File: src/rtl/dual_issue_inst_queue.sv
// Circular instruction queue: two-wide push from fetch, two show-ahead heads for in-order dual dispatch.
// Optional INSTQ_PROTOCOL_CHECK_EN builds a sticky protocol-error flag; otherwise err is tied low.
module dual_issue_inst_queue #(
  parameter int DATA_W = 32,
  parameter int DEPTH = 16,
  localparam int ADDR_W = $clog2(DEPTH)
) (
  input  logic              clk,
  input  logic              rst,
  input  logic              flush,
  input  logic              wr_en1,
  input  logic [DATA_W-1:0] wr_data1,
  input  logic              wr_en2,
  input  logic [DATA_W-1:0] wr_data2,
  output logic              wr_ready1,
  output logic              wr_ready2,
  input  logic              stall1,
  input  logic              stall2,
  output logic [DATA_W-1:0] inst1,
  output logic [DATA_W-1:0] inst2,
  output logic              valid1,
  output logic              valid2,
  output logic [ADDR_W:0]   count,
  output logic              full,
  output logic              empty,
  output logic              err
);
  localparam int CW = ADDR_W + 1;
  localparam logic [ADDR_W-1:0] PTR_ONE = 1;

  logic [DATA_W-1:0] mem [DEPTH];
  logic [ADDR_W-1:0] head_reg, head_next, tail_reg, tail_next;
  logic [ADDR_W-1:0] head_p1, tail_p1;
  logic [CW-1:0]     count_reg, count_next;
  logic              pop1, pop2, push1, push2;

  assign head_p1 = head_reg + PTR_ONE;
  assign tail_p1 = tail_reg + PTR_ONE;

  // Status derives only from start-of-cycle occupancy, so same-cycle pops never free room for pushes.
  assign count     = count_reg;
  assign empty     = (count_reg == '0);
  assign full      = (count_reg == CW'(DEPTH));
  assign valid1    = !empty;
  assign valid2    = (count_reg >= CW'(2));
  assign wr_ready1 = !full;
  assign wr_ready2 = (count_reg <= CW'(DEPTH - 2));

  assign inst1 = valid1 ? mem[head_reg] : '0;
  assign inst2 = valid2 ? mem[head_p1]  : '0;

  assign pop1  = valid1 & ~stall1;
  assign pop2  = pop1 & valid2 & ~stall2;
  assign push1 = wr_en1 & wr_ready1;
  assign push2 = wr_en1 & wr_en2 & wr_ready2;

  always_comb begin
    head_next  = head_reg + ADDR_W'(pop1) + ADDR_W'(pop2);
    tail_next  = tail_reg + ADDR_W'(push1) + ADDR_W'(push2);
    count_next = count_reg + CW'(push1) + CW'(push2) - CW'(pop1) - CW'(pop2);
  end

  always_ff @(posedge clk) begin
    if (rst || flush) begin
      head_reg  <= '0;
      tail_reg  <= '0;
      count_reg <= '0;
    end else begin
      head_reg  <= head_next;
      tail_reg  <= tail_next;
      count_reg <= count_next;
    end
  end

  // Storage is never cleared; stale entries are unreachable once the pointers reset.
  always_ff @(posedge clk) begin
    if (!rst && !flush) begin
      if (push1) mem[tail_reg] <= wr_data1;
      if (push2) mem[tail_p1]  <= wr_data2;
    end
  end

`ifdef INSTQ_PROTOCOL_CHECK_EN
  logic err_reg;
  always_ff @(posedge clk) begin
    if (rst)
      err_reg <= 1'b0;
    else if ((wr_en1 & ~wr_ready1) | (wr_en1 & wr_en2 & ~wr_ready2) | (wr_en2 & ~wr_en1))
      err_reg <= 1'b1;
  end
  assign err = err_reg;
`else
  assign err = 1'b0;
`endif

endmodule

File: config.mk
export PLATFORM = sky130hd
export DESIGN_NAME = dual_issue_inst_queue
export DESIGN_NICKNAME = d
export VERILOG_FILES = /design/src/rtl/dual_issue_inst_queue.sv
export SDC_FILE = /design/constraint.sdc
export NUM_CORES = 1
export LEC_CHECK = 0
export CAP_MARGIN = 10
export CORE_MARGIN = 10
export CORE_UTILIZATION = 50
export CTS_BUF_LIST = sky130_fd_sc_hd__clkbuf_2 sky130_fd_sc_hd__clkbuf_4 sky130_fd_sc_hd__clkbuf_8
export DETAILED_ROUTE_END_ITERATION = 10
export GPL_ROUTABILITY_DRIVEN = 0
export PLACE_DENSITY = 0.68
export SKIP_CTS_REPAIR_TIMING = 1
export SYNTH_ARGS = -nofsm -noshare
export SYNTH_HDL_FRONTEND = slang
export SYNTH_SLANG_ARGS = --single-unit
File: constraint.sdc
create_clock -name clk -period 8.27 [get_ports clk]
set_clock_uncertainty 0.15 [all_clocks]
set_input_delay 1.2405 -clock clk [delete_from_list [all_inputs] [get_ports clk]]
set_output_delay 1.2405 -clock clk [all_outputs]
set_load 0.02 [all_outputs]
# [After elaboration in Yosys (flattened, before gate mapping)]
# Memories as Yosys holds them, arrays and structs flattened. A register that Yosys moved wholly into a read port is not among the register bits.
# Index checks and enable logic that the tools add are counted.
[op_classes] reduce_logical=7 addsub=10 div=0 n_lt_le_gt_ge=2 n_mux=9 bitwise=8 n_mul=0 eq_ne=1 n_shift=0
[op_table] cell="2-to-1 mux 32 bit" n=2
[op_table] cell="adder 4 x 1 -> 4 bit" n=4
[op_table] cell="adder 5 x 1 -> 5 bit" n=2
[op_table] cell="subtractor 5 x 1 -> 5 bit" n=2
[op_table] cell="adder 4 x 1 -> 4 bit, second input constant" n=2
[op_table] cell="bitwise AND 1 bit" n=6
[op_table] cell="2-to-1 mux 1 bit" n=6
[op_table] cell="equality test 5 bit, second input constant" n=1
[op_table] cell="greater-or-equal comparator 5 x 2 -> 1 bit, second input constant" n=1
[op_table] cell="<= comparator 5 x 4 -> 1 bit, second input constant" n=1
[op_table] cell="zero test 5 bit" n=1
[op_table] cell="zero test 1 bit" n=4
[op_table] cell="2-to-1 mux 4 bit" n=1
[op_table] cell="NOT 1 bit" n=2
[op_table] cell="logical AND 1 bit" n=1
[op_table] cell="logical OR 1 bit" n=1
[totals] mem_bits_rw=512 latch_bits=0 wordCells=41 memories=1 ff_bits=13 output_inout_bits=76 input_bits=71 mem_bits_ro=0
[memory_table] name="mem" depth=16 word_bits=32 read_ports=2 rd_clocked_by_memory_dff=1 wr=2 line="31" text="logic [DATA_W-1:0] mem [DEPTH];"

# [Longest topological paths before layout]
# Gate-level depths: netlist of the first run.
[depth] ltp_word=7 ltp_mapped=15 mapped_depth_nobuf=15

# [Least setup slack after synthesis of the first run]
# Ideal clock, no wire load.
[synth_path] path_type="input to register" startpoint="in flush" endpoint="mem mem[8][0] (enable)" t_arrival_ps=4075 path_stages=3 n_path_buf=0 setup_slack_ps=3579 required_time_ps=7654 setup_time_ps=466 cell_sequence="nor3_1 > nand4_1 > o21ai_0"
[synth_rtl] element="start: declaration" line="10" text="input logic flush,"
[synth_rtl] element="end: declaration" line="31"

# [Worst setup path after layout of the first run]
[layout_path] startpoint="reg head_reg[1]" endpoint="out inst2[8]"
[layout_between] elab_chain_len=3
[layout_rtl] element="start: declaration" line="32" text="logic [ADDR_W-1:0] head_reg, head_next, tail_reg, tail_next;"
[layout_rtl] element="start signal: assignment" line="69" text="head_reg <= head_next;"
[layout_rtl] element="adder 4 x 1 -> 4 bit" line="37" text="assign head_p1 = head_reg + PTR_ONE;"
[layout_rtl] element="memory (16 x 32 bit)"
[layout_rtl] element="2-to-1 mux 32 bit" line="50" text="assign inst2 = valid2 ? mem[head_p1] : '0;"
[layout_rtl] element="end: declaration" line="20" text="output logic [DATA_W-1:0] inst2,"
# Every way passes these cells.

==> results of run 1 <==
cells in the final DEF, fill, tap and decap left out, types with 4 or more instances in the layout:
master	Yosys	layout
clkbuf_4	0	28
mux4_2	256	256
o21ai_4	0	4
ha_1	11	10
or3_1	4	4
nand3_1	5	5
clkinv_1	0	26
xor2_1	4	4
clkinv_2	0	12
and2_1	6	6
inv_1	15	15
mux2_2	511	511
dfxtp_1	13	10
clkdlybuf4s50_1	0	145
nor3_1	5	5
and3_2	0	8
diode_2	0	5
clkbuf_8	0	93
nand3b_2	4	4
fa_1	5	5
edfxtp_1	512	512
buf_4	37	43
o21bai_4	0	10
nand2_1	9	6
mux2i_1	128	128
and4_2	0	4
nor2_1	10	10
o22ai_1	64	64
stage by stage:
stage / cell area (um2) / hold WS (ps)
5_1_grt: 34600 / 564
3_3_place_gp: 32800 / 496
2_1_floorplan: 30900 / 407
4_1_cts: 34600 / 518
6_report: 34600 / 516
3_5_place_dp: 32800 / 507
routing by layer:
metal,vias to the layer above,routed length (um),global-route usage (%)
li1,7677,-,-
met5,-,28,0
met4,6,2580,8.11
met3,175,7690,4.52
met2,1003,45600,42.4
met1,9900,36800,34.4
final timing paths:
| check | from | endpoint | cells past startpoint |
|---|---|---|---|
| max | head_reg[1] | inst2[8] | 6 |
| min | tail_reg[0] | tail_reg[0] | 3 |
| min reg2reg | tail_reg[0] | tail_reg[0] | 3 |
| max reg2reg | count[4] | mem[1][12] | 8 |
power breakdown:
part	leakage (nW)	switching [mW]	internal (mW)
registers	4.72	0.0344	2.96
clock network	0.914	1.10	1.23
logic	5.33	1.44	1.20
synth_stat cells (2+ instances only):
| cell type | number |
|---|---|
| edfxtp_1 | 512 |
| mux2_2 | 511 |
| mux4_2 | 256 |
| mux2i_1 | 128 |
| clkbuf_1 | 103 |
| o22ai_1 | 64 |
| buf_2 | 51 |
| buf_4 | 37 |
| buf_6 | 15 |
| inv_1 | 15 |
| dfxtp_1 | 13 |
| ha_1 | 11 |
| o21bai_1 | 11 |
| nor2_1 | 10 |
| nand2_1 | 9 |
| and3_1 | 8 |
| and2_1 | 6 |
| and4_1 | 6 |
| buf_1 | 6 |
| fa_1 | 5 |
| nand3_1 | 5 |
| nor3_1 | 5 |
| nand2b_1 | 4 |
| nand3b_2 | 4 |
| o21ai_0 | 4 |
| or3_1 | 4 |
| xor2_1 | 4 |
| a21oi_1 | 3 |
| a31o_2 | 2 |
| or2_2 | 2 |
| xnor2_1 | 2 |
tightest hold or removal path: stages, from the launching register on:
cell and delay, ps:
dfxtp_1 340, inv_1 80, fa_1 160, nor2_1 40
logic make-up after synthesis:
logic type | Yosys count | synth area share [%]
AOI/OAI and AO/OA | 87 | 1.84
xor gates and xnor gates | 7 | 0.223
muxes | 896 | 41.4
adders and majority gates | 16 | 0.769
DFF | 525 | 50.6
and+or+nand+nor | 69 | 1.37
buffers and inverters | 228 | 3.79
other | 1 | 0.0121
final cells by class:
cell class | instances | area, um2
well taps | 790 | 988
diodes | 5 | 12.5
multi-input cells | 1076 | 14300
repair buffers | 190 | 1810
clock buffers | 121 | 1490
inverters | 15 | 56.3
fillers | 4754 | 26900
clock inverters | 42 | 233
flip-flops and latches | 525 | 15600
==> metrics.txt, run 1 <==
Worst Path Class, Setup=reg -> out; RSZ-0062 raised after global routing=false; Leak=11.0 nW; Ys Warns=0; nets@finish=1985; Slew HR=26.8%; Area Overhead vs Synth=11.8%; die area=72200 um2; max FFs per register=512; post-synthesis cell count=1829; drt initial violations=2232; cell area power density=230 nW/um2; crit start category=flop; final non-filler cell total=2764; Top FF cell, synth=edfxtp_1; Worst Setup End Kind=output port; fin. max-slew vios=0; Clk Tree Root Cell=clkbuf_8; setup TNS=0 ps; Inst Count DP=2596; Worst path slowest cell=dfxtp_4; Req. time, crit path=6880 ps; Slew @ Worst Pin=1100 ps; Tcrit/Tclk final=74.2%; Hold Vio Cnt, Final=0; vias in the first global route=19288; starting density of the core=50.3%; IO Port Bufs=145; Clock transition at path regs=60 ps; CTS tree=yes; largest net degree at the start of global routing=87; clk sinks=525; routed len/inst=33.5 um; Tot Pwr=7.96 mW; Max clock buf depth=3; cell family with most CP delay=buffers and inverters; Syn Nets=1916; worst vdd ir=252 uV; total length of routed wires=92700 um; I/O Pins=147; Clk Latency, worst-skew pair=690 ps; Synth top area share=49.7%; grt ovf=0; number of remaining DRC errors=0; Hold/Removal Path Class=reg -> reg; Cell Area, Synth=30900 um2; row cnt=91; Synth cell types=44; Max FO, Critical Path=47; via count=18761; Max Cap Viol=0; worst reg2reg setup slack=4120 ps; Die Y-Extent=269 um; Seq/Total Area, Yosys=50.6%; pre-CTS setup slack=2800 ps; initial antenna violation count=6; #FFs+latches synth=525; first-pass GRT wire length=135000 um; Die X=269 um; core area=61500 um2; WP buf/inv=2; share of cells above drive strength 1=50.5%; Yosys top cell by area=edfxtp_1; top post-synthesis cells by area=edfxtp_1, mux4_2, mux2_2; CTS buffer count=90; Mapped Avg Cell Area=16.9 um2; number of synthesized flops with an enable pin=512; vias per cell=6.79; max frequency=163 MHz; cell breakdown of the critical path=nand3_1 > xor2_4 > buf_4 > mux2i_1 > o22ai_1 > clkdlybuf4s50_1; status=finished clean; gr usage total=25.7%; router iterations before antenna repair=7; CP arrival=4750 ps; post-layout min period=6140 ps; ys async rst share=0%; Layout Utilization=56.2%; final setup margin=2130 ps; HPWL after detailed placement=48500 um; H-tree levels=3; post-detailed-route count of antenna-violating nets=0; highest cell delay on the worst timing path=1020 ps; endpoints failing setup=0
(Power assumes the default switching activity.)
==> run 2, diff against run 1 <==
--- a/config.mk
+++ b/config.mk
@@ -11,7 +11,7 @@
 export CTS_BUF_LIST = sky130_fd_sc_hd__clkbuf_2 sky130_fd_sc_hd__clkbuf_4 sky130_fd_sc_hd__clkbuf_8
 export DETAILED_ROUTE_END_ITERATION = 10
 export GPL_ROUTABILITY_DRIVEN = 0
-export PLACE_DENSITY = 0.68
+export PLACE_DENSITY = 0.71
 export SKIP_CTS_REPAIR_TIMING = 1
 export SYNTH_ARGS = -nofsm -noshare
 export SYNTH_HDL_FRONTEND = slang
==> constraint.sdc (replaced) <==
create_clock -name clk -period 5.2 [get_ports clk]
set_clock_uncertainty 0.15 [all_clocks]
set_input_delay 0.78 -clock clk [delete_from_list [all_inputs] [get_ports clk]]
set_output_delay 0.78 -clock clk [all_outputs]
set_load 0.02 [all_outputs]
==> metrics.txt, run 2 (synthesized netlist as in run 1, its figures left out) <==
status=finished clean; number of remaining DRC errors=0; pre-CTS setup slack=1150 ps; final setup margin=445 ps; worst reg2reg setup slack=1350 ps; router iterations before antenna repair=5; die area=72200 um2; routed len/inst=32.1 um; Area Overhead vs Synth=12.6%; gr usage total=24.8%; RSZ-0062 raised after global routing=false; core area=61500 um2; drt initial violations=1994; Leak=11.1 nW; Hold EP=tail_reg[0]; vias per cell=6.75; row cnt=91; I/O Pins=147; Clk Tree Root Cell=clkbuf_8; Max FO, Critical Path=19; post-layout min period=4750 ps; cell area power density=367 nW/um2; starting density of the core=50.3%; vias in the first global route=19649; Die X=269 um; max frequency=210 MHz; Min-Delay Path Depth=3; post-detailed-route count of antenna-violating nets=0; Req. time, crit path=4270 ps; Worst Setup End Kind=output port; Clk Latency, worst-skew pair=680 ps; HPWL after detailed placement=53200 um; commonest non-fill, non-tap cell in the layout=edfxtp_1; worst flop-to-flop path startpoint=count[2]; Max Cap Viol=0; Slew HR=25.4%; nets@finish=1999; initial antenna violation count=2; most frequent cells in the layout=edfxtp_1, mux2_2, mux4_2; CTS buffer count=92; share of cells above drive strength 1=50.9%; H-tree levels=3; hold_ws=526 ps; clk sinks=525; Die Y-Extent=269 um; total length of routed wires=89200 um; via count=18740; CP arrival=3820 ps; Slew @ Worst Pin=1120 ps; largest net degree at the start of global routing=110; max FFs per register=512; crit start category=flop; worst vdd ir=261 uV; Hold Vio Cnt, Final=0; grt ovf=0; fin. max-slew vios=0; FF-to-FF End=count[3]; Tcrit/Tclk final=91.4%; Hold Path Origin=tail_reg[0]; CTS tree=yes; endpoints failing setup=0; R2R depth=13; Tot Pwr=12.8 mW; Hold/Removal Path Class=reg -> reg; setup TNS=0 ps; Max clock buf depth=3; first-pass GRT wire length=133000 um; Clock transition at path regs=60 ps; IO Port Bufs=145; Worst Path Class, Setup=reg -> out
## run 2: cell types whose count changed in the layout (fill, tap and decap cells not counted), sizes merged
cell      before  now
inv           15   16
diode          5    2
clkinvlp       2    1
clkbuf       121  130
clkinv        38   33
buf           45   57
bufinv         2    1
## run 2: cell type report
cell class                 instances  area, um2
timing repair buffer             202       2040
inverter                          15       56.3
multi-input combinational       1076      14300
sequential                       525      15600
tap                              790        988
fill                            4777      26700
clock inverter                    36        190
clock buffer                     130       1580
antenna                            2       5.00
## run 2: report_power, final
part           internal (mW)  leakage [nW]  switching [mW]
combinational           1.94          5.43            2.31
clock                   2.00         0.937            1.78
sequential              4.71          4.72          0.0571
## run 2: worst max-delay path by stage
stage	from	end	slack, ps	depth (start not counted)
finish	count[2]	inst2[27]	450	8
global route	count[2]	inst2[19]	360	8
CTS	count[2]	inst2[27]	450	8
detailed placement	flush	mem[8][18]	1150	5
global placement	flush	mem[8][18]	1030	5
floorplan	count[2]	mem[8][0]	910	5
## run 2: metrics by stage
| step | util [%] | area (um2) | std cells |
|---|---|---|---|
| detailed placement | 53.8 | 33100 | 2608 |
| global route | 56.6 | 34800 | 2776 |
| global placement | 53.8 | 33100 | 2608 |
| finish | 56.6 | 34800 | 2776 |
| CTS | 56.6 | 34800 | 2774 |
| floorplan | - | 30900 | 1829 |
## run 2: worst max-delay path: stages, from the launching register on
cell	delay (ps)
dfxtp_1	440
inv_1	140
ha_1	250
nor4bb_1	130
o22a_1	270
o21bai_4	760
buf_4	400
o22ai_1	140
clkdlybuf4s50_1	600
## run 2: layer usage
layer	routed length (um)	vias up	track usage (%)
li1	-	7713	-
met1	34900	9998	31.7
met2	45300	867	42.0
met3	6520	162	4.55
met4	2490	0	8.62
met5	0	-	0
